`config.mk`:
```
export PLATFORM = sky130hd
export DESIGN_NAME = dmem_arbiter
export DESIGN_NICKNAME = d
export VERILOG_FILES = /design/src/rtl/dmem_arbiter.sv
export SDC_FILE = /design/constraint.sdc
export NUM_CORES = 1
export LEC_CHECK = 0
export ABC_AREA = 1
export BUFFER_PORTS_ARGS = -buffer_cell sky130_fd_sc_hd__buf_4
export CAP_MARGIN = 20
export CORE_UTILIZATION = 52
export DETAILED_ROUTE_END_ITERATION = 8
export PLACE_DENSITY_LB_ADDON = 0.25
export SYNTH_ARGS = -nofsm -noshare
export SYNTH_HDL_FRONTEND = slang
export SYNTH_SLANG_ARGS = --single-unit
```
`constraint.sdc`:
```
create_clock -name clock -period 3.6 [get_ports clock]
set_input_delay 0 -clock clock [delete_from_list [all_inputs] [get_ports clock]]
set_output_delay 0 -clock clock [all_outputs]
set_load 0.005 [all_outputs]
```
`src/rtl/dmem_arbiter.sv`:
```
// Two-port round-robin arbiter in front of a single-port data memory.
// Each access takes three cycles: grant in IDLE, memory cycle in ACCESS, ack in RESP.
module dmem_arbiter #(
    parameter int unsigned ADDR_W = 32,
    parameter int unsigned DATA_W = 32
) (
    input  logic              clock,
    input  logic              reset,
    input  logic              req0,
    input  logic              req1,
    input  logic              we0,
    input  logic              we1,
    input  logic [ADDR_W-1:0] addr0,
    input  logic [ADDR_W-1:0] addr1,
    input  logic [DATA_W-1:0] wdata0,
    input  logic [DATA_W-1:0] wdata1,
    output logic              ack0,
    output logic              ack1,
    output logic [DATA_W-1:0] rdata0,
    output logic [DATA_W-1:0] rdata1,
    output logic              mem_we,
    output logic [ADDR_W-1:0] mem_addr,
    output logic [DATA_W-1:0] mem_wdata,
    input  logic [DATA_W-1:0] mem_rdata
);

    localparam logic [1:0] IDLE   = 2'd0;
    localparam logic [1:0] ACCESS = 2'd1;
    localparam logic [1:0] RESP   = 2'd2;

    logic [1:0] state;
    logic [1:0] state_next;
    logic       last_grant;
    logic       win_id;
    logic       lat_we;
    logic       grant_id;

    // On a tie the requester not granted last wins; otherwise whoever is asking.
    always_comb begin
        if (req0 && req1) begin
            grant_id = ~last_grant;
        end else begin
            grant_id = req1;
        end
    end

    always_comb begin
        state_next = state;
        case (state)
            IDLE:    state_next = (req0 || req1) ? ACCESS : IDLE;
            ACCESS:  state_next = RESP;
            RESP:    state_next = IDLE;
            default: state_next = IDLE;
        endcase
    end

    always_ff @(posedge clock) begin
        if (reset) begin
            state      <= IDLE;
            last_grant <= 1'b1;
            win_id     <= 1'b0;
            lat_we     <= 1'b0;
            mem_addr   <= '0;
            mem_wdata  <= '0;
            rdata0     <= '0;
            rdata1     <= '0;
        end else begin
            state <= state_next;
            // mem_addr/mem_wdata double as the latched payload and hold between accesses.
            if (state == IDLE && (req0 || req1)) begin
                win_id     <= grant_id;
                last_grant <= grant_id;
                lat_we     <= grant_id ? we1 : we0;
                mem_addr   <= grant_id ? addr1 : addr0;
                mem_wdata  <= grant_id ? wdata1 : wdata0;
            end
            if (state == ACCESS && !lat_we) begin
                if (win_id) begin
                    rdata1 <= mem_rdata;
                end else begin
                    rdata0 <= mem_rdata;
                end
            end
        end
    end

    assign mem_we = (state == ACCESS) && lat_we;
    assign ack0   = (state == RESP) && !win_id;
    assign ack1   = (state == RESP) && win_id;

endmodule

```
==> impl_metrics.json <==
{
  "gp_congestion": 0.809,
  "synth_cells": 1053,
  "cp.arrival_ns": 2.99,
  "whs_endpoint": "last_grant$_SDFFE_PP1P_",
  "worstHoldStart": "req1",
  "wl_mm": 28.8,
  "cp-start-kind": "flop",
  "seq_power_share": 0.356,
  "ctsHtreeMaxLevel": 4,
  "initial_core_util": 0.534,
  "die_w_um": 116,
  "r2r_cells": 6,
  "path_class": "flop to flop",
  "endpoint_kind": "flop",
  "p_sw_frac": 0.300,
  "worst_slew_pin_slew_ns": 1.11,
  "power_density_nw_per_um2": 430,
  "fin_crit_sh": 0.740,
  "worstHoldPathType": "primary input to flop",
  "rsz0062_at_grt": "no",
  "crit_buf_inv": 2,
  "drc": 0,
  "clkPwrFrac": 0.366,
  "max_freq_mhz": 375,
  "cts-root-buf": "clkbuf_16",
  "setup_tns_ns": 0,
  "setup_viol": 0,
  "final_common_cell": "buf_4",
  "drt_iter0_drc": 1098,
  "r2r_end": "mem_wdata[4]$_SDFFE_PP0P_",
  "maxCapViolCount": 0,
  "area_growth_syn_to_layout_pct": 64.6,
  "cp_cell_sequence": "nand2_4 -> buf_4 -> a21boi_0 -> nor2_1 -> dlygate4sd3_1 -> nor2_1",
  "die_y_um": 116,
  "synth_area_um2": 6740,
  "slew_headroom": 0.256,
  "dp_hpwl_mm": 13.3,
  "grt_pass1_wl_mm": 44.4,
  "yosysSeqAreaShare": 0.395,
  "slowest_stage": "dlygate4sd3_1",
  "synth_top_cell_area_share": 0.395,
  "crit_required_ns": 3.93,
  "drv_slew": 0,
  "crit_cells": 6,
  "ctsResizeCount": 0,
  "intPower_w": 0.00334,
  "rows": 41,
  "post_route_cells_drive_above_1_share": 0.236,
  "ys_ff_latch": 133,
  "cts.sinks": 133,
  "yosys_warnings": 0,
  "synth_top_cells_by_area": "dfxtp_1 (39%), nand2_1 (15%), nor2_1 (15%)",
  "antenna_found_initial": 0,
  "num_io_pins": 297,
  "die-area_um2": 13400,
  "status": "complete, no violations",
  "critical-path-top-delay-family": "buffers and inverters",
  "nets": 1626,
  "ir_drop_v": 0.000355,
  "holdWs_ns": 0.333,
  "wl_per_cell_um": 17.5,
  "switchingPower_w": 0.00143,
  "clk_pin_slew_ns": 0.05,
  "seq_area_um2": 2660,
  "cts_inserted_buffers": 17,
  "p_comb_frac": 0.278,
  "grt_start_max_net_pins": 97,
  "first_pass_iters": 7,
  "final_cells": 1647,
  "synth_nets": 1219,
  "postSynthAreaPerCell_um2": 6.40,
  "final-hold-violation-count": 0,
  "total_power_w": 0.00477,
  "io_buffers": 296,
  "rrSetupSlack_ns": 0.94,
  "fill_cells": 589,
  "clockBufferDepth": 2,
  "via_per_inst": 5.53,
  "fin_util": 0.880,
  "critPathMaxStageDelay_ns": 0.58,
  "leakage_nw": 5.66,
  "layout_min_cycle_time_ns": 2.66,
  "insertion_delay_ns": 0.43,
  "grt_usage": 0.432,
  "layout_common_cells": "buf_4 (305), nand2_1 (264), nor2_1 (263)",
  "yosysUniqueCellTypes": 18,
  "finClkSkew_ns": 0.0111,
  "multi_input_area_um2": 3270,
  "postCtsSetupBuffers": 0,
  "ctsHoldBuffers": 165,
  "ant_nets": 0,
  "gr-total-overflow": 0,
  "cpMostUsedCell": "nor2_1",
  "cts_tree": "yes",
  "place_inst": 1448,
  "regToRegStartpoint": "last_grant$_SDFFE_PP1P_",
  "yosysTopAreaCell": "dfxtp_1",
  "coreArea_um2": 12600,
  "critPathMaxFanout": 96,
  "grt_pass1_vias": 9031,
  "holdPathStages": 5,
  "vias": 9110
}
layout make-up:
class	count	share of cell area
well taps	172	0.0194
inverters	104	0.0353
clock buffers	24	0.0443
repair buffers	471	0.357
flip-flops and latches	133	0.240
diodes	2	0.000451
multi-input cells	733	0.295
clock inverters	8	0.00879
cells by family (layout without fill, tap and decap cells):
family | count (synthesis) | in the layout | share of synthesized area
buffers and inverters | 187 | 607 | 0.123
and+or+nand+nor | 666 | 666 | 0.409
AOI/OAI and AO/OA | 67 | 67 | 0.0739
DFF | 133 | 133 | 0.395
other | 0 | 2 | 0
cells in the mapped netlist, drive strengths merged:
cell    count
clkbuf     21
nor3        2
a21boi     65
inv       104
buf        62
nand4      64
nand3      67
nand2     266
a21oi       2
nor2      267
dfxtp     133
worst max path at each step:
stage                                       endpoint               startpoint  slack [ns]
after floorplan               rdata0[1]$_SDFFE_PP0P_      state[0]$_SDFF_PP0_        2.46
after global placement     mem_wdata[9]$_SDFFE_PP0P_                     req1        1.60
after detailed placement  mem_wdata[10]$_SDFFE_PP0P_                     req1        1.50
after CTS                 mem_wdata[20]$_SDFFE_PP0P_  last_grant$_SDFFE_PP1P_        1.18
after global routing       mem_wdata[4]$_SDFFE_PP0P_  last_grant$_SDFFE_PP1P_        0.83
final                      mem_wdata[4]$_SDFFE_PP0P_  last_grant$_SDFFE_PP1P_        0.94
per-layer routing:
layer  wire length (um)  track usage  share of wire  vias to the layer above
met5                  0            0              0                        -
met4               2550        0.361          0.088                        0
met3               2730        0.141          0.095                      234
met2              13600        0.713           0.47                      680
met1               9910        0.447           0.34                     4114
li1                   -            -              -                     4082
sequential cells by signal (all words and copies together) (netlist names):
register	count
mem_addr	32
mem_wdata	32
rdata0	32
rdata1	32
state	2
last_grant	1
lat_we	1
win_id	1
through the flow:
step	area (um2)	setup slack, ns
5_1_grt	11100	0.827
4_1_cts	11100	1.18
6_report	11100	0.935
3_5_place_dp	8850	1.50
2_1_floorplan	6740	2.46
3_3_place_gp	8850	1.60
power groups by stage:
stage               sequential [W]  combinational (W)  clock (W)
global placement           0.00171           0.000970          0
floorplan                  0.00172           0.000552          0
detailed placement         0.00171           0.000986          0
CTS                        0.00168            0.00120    0.00173
finish                     0.00170            0.00133    0.00175
global route               0.00171            0.00143    0.00182
worst reg2reg max path, delay by kind of cell, from the launching register on:
kind	cells	cell delay (ns)
buffers and inverters	2	1.09
and+or+nand+nor	3	0.80
DFF	1	0.39
AOI/OAI and AO/OA	1	0.30
Power figures use the tool's default switching activity.
